`src/rtl/riscv_pkg.sv`:
```
// Shared RV32I definitions: opcodes, immediate formats, control FSM states and
// datapath mux selects used by the multicycle control path.
package riscv_pkg;

    typedef enum logic [2:0] {
        ITYPE = 3'd0,
        STYPE = 3'd1,
        BTYPE = 3'd2,
        UTYPE = 3'd3,
        JTYPE = 3'd4
    } imm_type_e;

    localparam logic [6:0] OP_LOAD   = 7'h03;
    localparam logic [6:0] OP_IMM    = 7'h13;
    localparam logic [6:0] OP_AUIPC  = 7'h17;
    localparam logic [6:0] OP_STORE  = 7'h23;
    localparam logic [6:0] OP_R      = 7'h33;
    localparam logic [6:0] OP_LUI    = 7'h37;
    localparam logic [6:0] OP_BRANCH = 7'h63;
    localparam logic [6:0] OP_JALR   = 7'h67;
    localparam logic [6:0] OP_JAL    = 7'h6F;

    typedef enum logic [4:0] {
        FETCH, DECODE, MEMADR, MEMRD, MEMWB, MEMWR, EXEC_R, EXEC_I,
        ALUWB, BRANCH, JAL, JALR, JALR_PC, LUI, AUIPC, FAULT
    } ctrl_state_e;

    typedef enum logic [1:0] {
        SRC_A_PC    = 2'd0,
        SRC_A_OLDPC = 2'd1,
        SRC_A_RS1   = 2'd2,
        SRC_A_ZERO  = 2'd3
    } alu_src_a_e;

    typedef enum logic [1:0] {
        SRC_B_RS2  = 2'd0,
        SRC_B_IMM  = 2'd1,
        SRC_B_FOUR = 2'd2
    } alu_src_b_e;

    typedef enum logic [1:0] {
        ALU_ADD   = 2'd0,
        ALU_SUB   = 2'd1,
        ALU_FUNCT = 2'd2
    } alu_op_e;

    typedef enum logic [1:0] {
        RES_ALU_REG = 2'd0,
        RES_MEM     = 2'd1,
        RES_ALU_OUT = 2'd2
    } result_src_e;

endpackage

```
`src/rtl/multicycle_ctrl_branch_cond.sv`:
```
// Branch resolution from funct3 and the ALU compare flags.
module branch_cond (
    input  logic [2:0] funct3,
    input  logic       alu_zero,
    input  logic       alu_lt,
    output logic       take,
    output logic       illegal
);

    // signedness is already folded into alu_lt by the ALU, so BLT/BLTU and
    // BGE/BGEU share a condition here
    always_comb begin
        take    = 1'b0;
        illegal = 1'b0;
        case (funct3)
            3'b000:         take = alu_zero;
            3'b001:         take = !alu_zero;
            3'b100, 3'b110: take = alu_lt;
            3'b101, 3'b111: take = !alu_lt;
            default:        illegal = 1'b1;
        endcase
    end

endmodule

```
`src/rtl/multicycle_ctrl.sv`:
```
// Main control FSM of the multicycle RV32I core: sequences fetch/decode/
// execute/memory/writeback, drives datapath enables and mux selects, and
// traps illegal opcodes or memory timeouts into a sticky FAULT state.
module multicycle_ctrl
    import riscv_pkg::*;
#(
    parameter int unsigned MEM_WAIT_MAX = 15
) (
    input  logic       clk,
    input  logic       rst_n,
    input  logic [6:0] opcode,
    input  logic [2:0] funct3,
    input  logic       funct7_5,
    input  logic       alu_zero,
    input  logic       alu_lt,
    input  logic       mem_ready,
    output logic       mem_req,
    output logic       mem_we,
    output logic       adr_src,
    output logic       ir_write,
    output logic       pc_write,
    output logic       reg_write,
    output logic [1:0] alu_src_a,
    output logic [1:0] alu_src_b,
    output logic [1:0] alu_op,
    output logic [1:0] result_src,
    output logic [2:0] imm_ctrl,
    output logic       fault
);

    // last idle cycle allowed before a pending request is declared dead
    localparam logic [7:0] WAIT_LAST = 8'(MEM_WAIT_MAX - 1);

    ctrl_state_e state, next_state;
    logic [7:0]  wait_cnt;
    imm_type_e   imm_q, imm_sel;
    logic        mem_req_c, mem_we_c, ir_write_c, pc_write_c, reg_write_c;
    logic        take, br_illegal, wait_last;

    // funct7_5 only matters to the ALU decoder downstream
    logic unused_ok;
    assign unused_ok = funct7_5;

    branch_cond u_branch_cond (
        .funct3  (funct3),
        .alu_zero(alu_zero),
        .alu_lt  (alu_lt),
        .take    (take),
        .illegal (br_illegal)
    );

    assign wait_last = (wait_cnt == WAIT_LAST);

    // next-state and datapath controls; imm select holds unless a state claims it
    always_comb begin
        next_state  = state;
        mem_req_c   = 1'b0;
        mem_we_c    = 1'b0;
        ir_write_c  = 1'b0;
        pc_write_c  = 1'b0;
        reg_write_c = 1'b0;
        adr_src     = 1'b0;
        alu_src_a   = SRC_A_PC;
        alu_src_b   = SRC_B_RS2;
        alu_op      = ALU_ADD;
        result_src  = RES_ALU_REG;
        imm_sel     = imm_q;
        case (state)
            FETCH: begin
                mem_req_c = 1'b1;
                alu_src_b = SRC_B_FOUR;
                if (mem_ready) begin
                    ir_write_c = 1'b1;
                    pc_write_c = 1'b1;
                    result_src = RES_ALU_OUT;
                    next_state = DECODE;
                end else if (wait_last) begin
                    next_state = FAULT;
                end
            end
            DECODE: begin
                // branch target is computed speculatively into the ALU register
                alu_src_a = SRC_A_OLDPC;
                alu_src_b = SRC_B_IMM;
                imm_sel   = BTYPE;
                case (opcode)
                    OP_LOAD, OP_STORE: next_state = MEMADR;
                    OP_R:              next_state = EXEC_R;
                    OP_IMM:            next_state = EXEC_I;
                    OP_BRANCH:         next_state = BRANCH;
                    OP_JAL:            next_state = JAL;
                    OP_JALR:           next_state = JALR;
                    OP_LUI:            next_state = LUI;
                    OP_AUIPC:          next_state = AUIPC;
                    default:           next_state = FAULT;
                endcase
            end
            MEMADR: begin
                alu_src_a = SRC_A_RS1;
                alu_src_b = SRC_B_IMM;
                if (opcode == OP_LOAD) begin
                    imm_sel    = ITYPE;
                    next_state = MEMRD;
                end else begin
                    imm_sel    = STYPE;
                    next_state = MEMWR;
                end
            end
            MEMRD: begin
                mem_req_c = 1'b1;
                adr_src   = 1'b1;
                if (mem_ready)      next_state = MEMWB;
                else if (wait_last) next_state = FAULT;
            end
            MEMWB: begin
                result_src  = RES_MEM;
                reg_write_c = 1'b1;
                next_state  = FETCH;
            end
            MEMWR: begin
                mem_req_c = 1'b1;
                mem_we_c  = 1'b1;
                adr_src   = 1'b1;
                if (mem_ready)      next_state = FETCH;
                else if (wait_last) next_state = FAULT;
            end
            EXEC_R: begin
                alu_src_a  = SRC_A_RS1;
                alu_op     = ALU_FUNCT;
                next_state = ALUWB;
            end
            EXEC_I: begin
                alu_src_a  = SRC_A_RS1;
                alu_src_b  = SRC_B_IMM;
                imm_sel    = ITYPE;
                alu_op     = ALU_FUNCT;
                next_state = ALUWB;
            end
            ALUWB: begin
                reg_write_c = 1'b1;
                next_state  = FETCH;
            end
            BRANCH: begin
                alu_src_a = SRC_A_RS1;
                alu_op    = ALU_SUB;
                if (br_illegal) begin
                    next_state = FAULT;
                end else begin
                    pc_write_c = take;
                    next_state = FETCH;
                end
            end
            JAL: begin
                imm_sel     = JTYPE;
                alu_src_a   = SRC_A_OLDPC;
                alu_src_b   = SRC_B_FOUR;
                reg_write_c = 1'b1;
                pc_write_c  = 1'b1;
                next_state  = FETCH;
            end
            JALR: begin
                // link first: rd = oldPC + 4
                alu_src_a   = SRC_A_OLDPC;
                alu_src_b   = SRC_B_FOUR;
                result_src  = RES_ALU_OUT;
                reg_write_c = 1'b1;
                next_state  = JALR_PC;
            end
            JALR_PC: begin
                // then jump: the datapath clears bit 0 of rs1 + imm
                alu_src_a  = SRC_A_RS1;
                alu_src_b  = SRC_B_IMM;
                imm_sel    = ITYPE;
                result_src = RES_ALU_OUT;
                pc_write_c = 1'b1;
                next_state = FETCH;
            end
            LUI: begin
                imm_sel    = UTYPE;
                alu_src_a  = SRC_A_ZERO;
                alu_src_b  = SRC_B_IMM;
                next_state = ALUWB;
            end
            AUIPC: begin
                imm_sel    = UTYPE;
                alu_src_a  = SRC_A_OLDPC;
                alu_src_b  = SRC_B_IMM;
                next_state = ALUWB;
            end
            FAULT:   next_state = FAULT;
            default: next_state = FAULT;
        endcase
    end

    // state, held immediate format, and memory-wait counter
    always_ff @(posedge clk or negedge rst_n) begin
        if (!rst_n) begin
            state    <= FETCH;
            imm_q    <= ITYPE;
            wait_cnt <= 8'd0;
        end else begin
            state <= next_state;
            imm_q <= imm_sel;
            if (next_state != state || !mem_req_c || mem_ready)
                wait_cnt <= 8'd0;
            else
                wait_cnt <= wait_cnt + 8'd1;
        end
    end

    // strobes are forced low combinationally while reset is asserted so an
    // in-flight request drops immediately
    assign mem_req   = mem_req_c   & rst_n;
    assign mem_we    = mem_we_c    & rst_n;
    assign ir_write  = ir_write_c  & rst_n;
    assign pc_write  = pc_write_c  & rst_n;
    assign reg_write = reg_write_c & rst_n;
    assign imm_ctrl  = imm_sel;
    assign fault     = (state == FAULT);

endmodule
```
`config.mk`:
```
export PLATFORM = sky130hd
export DESIGN_NAME = multicycle_ctrl
export DESIGN_NICKNAME = d
export VERILOG_FILES = /design/src/rtl/riscv_pkg.sv /design/src/rtl/multicycle_ctrl_branch_cond.sv /design/src/rtl/multicycle_ctrl.sv
export SDC_FILE = /design/constraint.sdc
export NUM_CORES = 1
export LEC_CHECK = 0
export CAP_MARGIN = 20
export CORE_AREA = 2 2 72 74
export CTS_CLUSTER_SIZE = 8
export DETAILED_ROUTE_END_ITERATION = 7
export DIE_AREA = 0 0 74 76
export MAX_ROUTING_LAYER = met4
export SLEW_MARGIN = 20
export SYNTH_ARGS = -nofsm -noshare
export SYNTH_HDL_FRONTEND = slang
export SYNTH_SLANG_ARGS = --single-unit
```
`constraint.sdc`:
```
create_clock -name clk -period 4.6 [get_ports clk]
set_input_delay 0.46 -clock clk [delete_from_list [all_inputs] [get_ports clk]]
set_output_delay 0.46 -clock clk [all_outputs]
set_load 0.02 [all_outputs]
```
==> out/results.ini, run 1 <==
[hold_path]
min_path_cells = 1
hold_end = wait_cnt[0]$_DFF_PN0_
min_path_type = reg2reg
holdCritStartpoint = wait_cnt[0]$_DFF_PN0_

[critical_path]
rrSetupSlack_ns = 2.59
critical_path_class = reg2out
critPathMaxFanout = 22
reg2reg_to = state[1]$_DFF_PN0_
ff2ff_path_depth = 4
rr_startpoint = state[1]$_DFF_PN0_
end_kind = primary output
crit_required_ns = 4.14
worstSetupStartpointType = flop
arrival_ns = 2.70

[clock_network]
htree_num_levels = 1
cts_root_buf = clkbuf_8
cts_sinks = 16
cts_tree = built
cts_inserted_buffers = 3
clock_latency_ns = 0.26
cts.path.max_buffers = 2
cts_resized = 0
hold_buffers = 0
path_clk_slew_ns = 0.07
post_cts_buffers = 0

[routing]
drcViolationCount = 0
wl_met2_mm = 1.690
routed_via_density = 5.026
wl_met1_mm = 1.648
antenna_left = 0
dr_wl_met3_um = 130
top_layer_used = met4
firstDrtPassIters = 5
vias = 1377
first_iter_violations = 110
avgRoutedWirePerCell_um = 12.81
wl_mm = 3.509

[global_route]
grt_max_degree = 27
grt_pass1_vias = 1247
grt-ovfl-total = 0
antenna_found_initial = 0
grt_pass1_wl_mm = 5.968
grt_use_total = 0.1371

[power_and_ir_drop]
p_int_mw = 0.3466
pwr-share-clk = 0.226
seqPwrFrac = 0.363
p_sw_mw = 0.2308
power-per-cell-area_mw_per_mm2 = 321.4
vdd_ir_drop_max_mv = 0.1809
total_power_mw = 0.5774
p_sw_frac = 0.3997
combPwrFrac = 0.411
leakagePower_nw = 0.6746

[synthesis]
netlist_area_mm2 = 0.001421
synth-seq-area-share = 0.2817
yosysMostFrequentCell = nor2_1
synth_top_area_share = 0.2817
synth-async-reset-ratio = 1.000
synthTopCellsByCount = 25 x nor2_1, 16 x dfrtp_1, 16 x nand2_1
synthCells = 177
synth_area_per_cell_um2 = 8.030
yosys.area.top_type = dfrtp_1
synth_edf_count = 0
yosys_register_bits = 16
syn-num-nets = 195
synth_top_flop_cell = dfrtp_1
yosys_warnings = 0
yosys-top-cells-area = dfrtp_1 28%, nor2_1 6.6%, buf_6 4.8%, nand2_1 4.2%, a21oi_1 3.2%
ys_types = 56

[timing]
fin_crit_ns = 3.158
skew_ns = 0.007011
rsz0062_at_grt = false
worst_slack_ns = 1.442
finalCritPeriodShare = 0.6865
worst_slew_pin_slew_ns = 0.7371
setup_violations = 0
finalSetupTns_ns = 0
max-slew-margin-rel = 0.5086
slew_violations = 0
hold_violations = 0
max_freq_ghz = 0.3166

[flow_run]
cap_violations = 0

[die]
fp.dieW_um = 74
die_h_um = 76
start_util = 0.2894
core-area_mm2 = 0.004912
die-area_mm2 = 0.005624
io_pins = 34
row_count = 26

[cells_and_area]
nets = 223
drive_gt1_frac = 0.04902
area_growth_pct = 26.41
diodes = 0
seq_area_um2 = 400.4
final.fill_count = 501
multi_input_area_um2 = 899.6

[placed_design]
dpl.hpwl_mm = 2.494
port_buffers = 32
gp_congestion = 0.8321
preCtsSetupSlack_ns = 1.434

[run_status]
status = completed

-- final cells by class --
type,instances,share of cell area
Multi-Input combinational cell,144,0.5007
Sequential cell,16,0.2228
Timing Repair Buffer,33,0.1825
Tap cell,70,0.04875
Clock buffer,4,0.03064
Inverter,7,0.01462
-- power by group through the flow --
stage / clock network (mW) / registers (mW) / logic, mW
6_report: 0.130 / 0.210 / 0.237
5_1_grt: 0.141 / 0.217 / 0.262
4_1_cts: 0.135 / 0.209 / 0.238
3_5_place_dp: 0 / 0.212 / 0.237
3_3_place_gp: 0 / 0.212 / 0.237
2_1_floorplan: 0 / 0.172 / 0.201
-- critical path, cell delays in order (launching register included) --
cell,delay [ns]
dfrtp_1,0.77
inv_1,0.16
maj3_1,0.37
o2111a_1,0.26
o21ai_0,0.23
clkdlybuf4s50_1,0.65
-- logic make-up (layout without fill, tap and decap cells) --
kind of cell,Yosys count,in the layout,synth area share
other cells,1,1,0.002638
fa+ha+maj,3,3,0.02465
simple gates,85,85,0.3143
mux,1,1,0.007043
compound gates,45,45,0.2289
flops,16,16,0.2817
buf+inv,17,44,0.08538
xor+xnor,9,9,0.05545
-- flip-flops by register name (all words and copies together), names as in the netlist --
signal	flops
imm_q	3
state	5
wait_cnt	8
-- stage by stage --
stage               area (um^2)    util  std cells  hold slack [ns]
finish                     1797  0.3658        274           0.5100
global route               1797  0.3658        274           0.5707
CTS                        1797  0.3658        274           0.5132
detailed placement         1742  0.3546        270           0.5036
global placement           1742  0.3546        270           0.4999
floorplan                  1421       -        177           0.1644
-- placed cells by master (no fill, tap or decap), types with 2 or more instances in the layout --
cell type,synthesis,layout
clkdlybuf4s50_1,0,32
nor2_1,25,25
nand2_1,16,16
dfrtp_1,16,16
a21oi_1,9,9
o21ai_0,8,8
nor3_1,7,7
inv_1,7,7
nand3_1,6,6
nand2b_1,5,5
xor2_1,5,5
or3_1,4,4
xnor2_1,4,4
clkbuf_8,1,4
nor2b_1,3,3
a31oi_1,3,3
and4b_1,3,3
o2111ai_1,3,3
and3_1,2,2
a21o_1,2,2
nor4b_1,2,2
o311ai_0,2,2
nor4_1,2,2
nor3b_1,2,2
ha_1,2,2
-- how the worst max path moves through the flow --
stage	from	to	slack, ns	depth (start not counted)
finish	state[2]$_DFF_PN0_	imm_ctrl[2]	1.44	5
global route	state[2]$_DFF_PN0_	imm_ctrl[2]	1.24	5
CTS	state[2]$_DFF_PN0_	imm_ctrl[2]	1.41	5
detailed placement	mem_ready	pc_write	1.43	6
global placement	mem_ready	pc_write	1.43	6
floorplan	state[1]$_DFF_PN0_	imm_ctrl[2]	2.36	4
-- metal layers --
layer  GRT usage  vias to the layer above
met4     0.04364                        0
met1      0.1936                      637
met2      0.1946                       36
li1            -                      700
met5           -                        -
met3     0.02910                        4
(Power assumes the default switching activity.)
==> run 2: changes to the inputs <==
clock period = 2.7 ns   (was 4.6 ns; I/O delays follow)
==> out/results.ini, run 2 (synthesized netlist as in run 1, its figures left out) <==
[power_and_ir_drop]
p_sw_frac = 0.3912
p_int_mw = 0.6188
leakagePower_nw = 0.7956
total_power_mw = 1.017
pwr-share-clk = 0.214
vdd_ir_drop_max_mv = 0.2886
p_sw_mw = 0.3977
combPwrFrac = 0.485
power-per-cell-area_mw_per_mm2 = 530.3
seqPwrFrac = 0.301

[cells_and_area]
seq_area_um2 = 401.6
final_cell_mix = 28 x clkdlybuf4s50_1, 25 x nor2_1, 16 x nand2_1, 16 x buf_4, 15 x dfrtp_1
nets = 238
reg_top3 = wait_cnt x8, state x5, imm_q x3
fin_cells = 289
regMostFlops = wait_cnt
final.fill_count = 516
multi_input_area_um2 = 899.6
area_growth_pct = 34.86
largest_reg_flops = 8
drive_gt1_frac = 0.1187
final_common_cell = clkdlybuf4s50_1
final_util = 0.3902
diodes = 0

[die]
core-area_mm2 = 0.004912
fp.dieW_um = 74
io_pins = 34
die_h_um = 76
start_util = 0.2894
row_count = 26
die-area_mm2 = 0.005624

[routing]
drcViolationCount = 0
avgRoutedWirePerCell_um = 12.79
firstDrtPassIters = 4
first_iter_violations = 111
vias = 1450
wl_mm = 3.697
routed_via_density = 5.017
antenna_left = 0

[timing]
rsz0062_at_grt = false
fin_crit_ns = 2.485
hold_violations = 0
slew_violations = 0
max_freq_ghz = 0.4024
finalSetupTns_ns = 0
worst_slack_ns = 0.2152
setup_violations = 0
finalCritPeriodShare = 0.9203
skew_ns = 0.004324

[placed_design]
dpl.hpwl_mm = 2.845
preCtsSetupSlack_ns = 0.05811
dp_cells = 285
gp_congestion = 0.8486
port_buffers = 32

[global_route]
antenna_found_initial = 0
grt-ovfl-total = 0
grt_max_degree = 15
grt_pass1_vias = 1349
grt_pass1_wl_mm = 6.168
grt_use_total = 0.1398

[flow_run]
cap_violations = 0

[critical_path]
crit_required_ns = 2.43
startpoint = state[1]$_DFF_PN0_
critical_path_class = reg2out
critPathMaxFanout = 11
end_kind = primary output
rr_startpoint = state[2]$_DFF_PN0_
arrival_ns = 2.21
worstSetupStartpointType = flop

[clock_network]
cts_sinks = 16
clock_latency_ns = 0.25
hold_buffers = 0
cts.path.max_buffers = 2
path_clk_slew_ns = 0.07
cts_inserted_buffers = 3
cts_root_buf = clkbuf_8
cts_tree = built
htree_num_levels = 1

[hold_path]
min_path_type = in2async

[run_status]
status = completed

==> run 2: cell count changes in the layout (fill, tap and decap cells not counted), sizes merged <==
| cell | delta |
|---|---|
| dlygate4sd2 | +1 |
| dlymetal6s2s | +3 |
| buf | +15 |
| clkdlybuf4s50 | -4 |
==> run 2: power by group through the flow <==
stage	clock network (mW)	registers [mW]	logic [mW]
finish	0.218	0.305	0.493
global route	0.231	0.311	0.542
CTS	0.224	0.305	0.496
floorplan	0	0.293	0.343
detailed placement	0	0.309	0.501
global placement	0	0.309	0.499
==> run 2: final cells by class <==
class / instances / area share
timing repair buffer: 48 / 0.2330
clock buffer: 4 / 0.02872
inverter: 7 / 0.01371
tap: 70 / 0.04569
multi-input combinational: 144 / 0.4693
sequential: 16 / 0.2095
==> run 2: path summary, 6_finish.rpt <==
check / end / slack, ns / depth (start not counted)
max: mem_req / 0.22 / 6
min: state[3]$_DFF_PN0_ / 0.28 / 1
min reg2reg: wait_cnt[0]$_DFF_PN0_ / 0.52 / 1
min in group clk: wait_cnt[0]$_DFF_PN0_ / 0.52 / 1
max in group asynchronous: state[2]$_DFF_PN0_ / 1.92 / 2
max reg2reg: wait_cnt[6]$_DFF_PN0_ / 0.88 / 5
==> run 2: metrics by stage <==
stage	area [um^2]	hold slack, ns
after CTS	1909	0.2886
after detailed placement	1854	0.5121
after global routing	1917	0.3055
after global placement	1854	0.5021
final	1917	0.2834
after floorplan	1421	-0.02559
==> run 2: per-layer routing <==
layer / up-vias / share of wire / track usage / wire length, um
li1: 732 / - / - / -
met1: 678 / 0.47 / 0.1924 / 1738
met2: 36 / 0.48 / 0.2107 / 1769
met3: 4 / 0.039 / 0.02381 / 144
met4: 0 / 0.012 / 0.03818 / 44
met5: - / 0 / - / 0
==> run 2: worst max-delay path, cell delays in order, from the launching register on <==
cell             delay [ns]
dfrtp_1                0.49
buf_4                  0.21
nor3_1                 0.18
a21o_1                 0.16
nand2_1                0.14
nor2_1                 0.15
clkdlybuf4s50_1        0.63
==> run 2: what timing repair did <==
| item | CTS | global route |
|---|---|---|
| resized for setup | 2 | 3 |
| pin swaps | 0 | 0 |
| setup endpoints to repair | 2 | 3 |
| setup buffers | 0 | 0 |
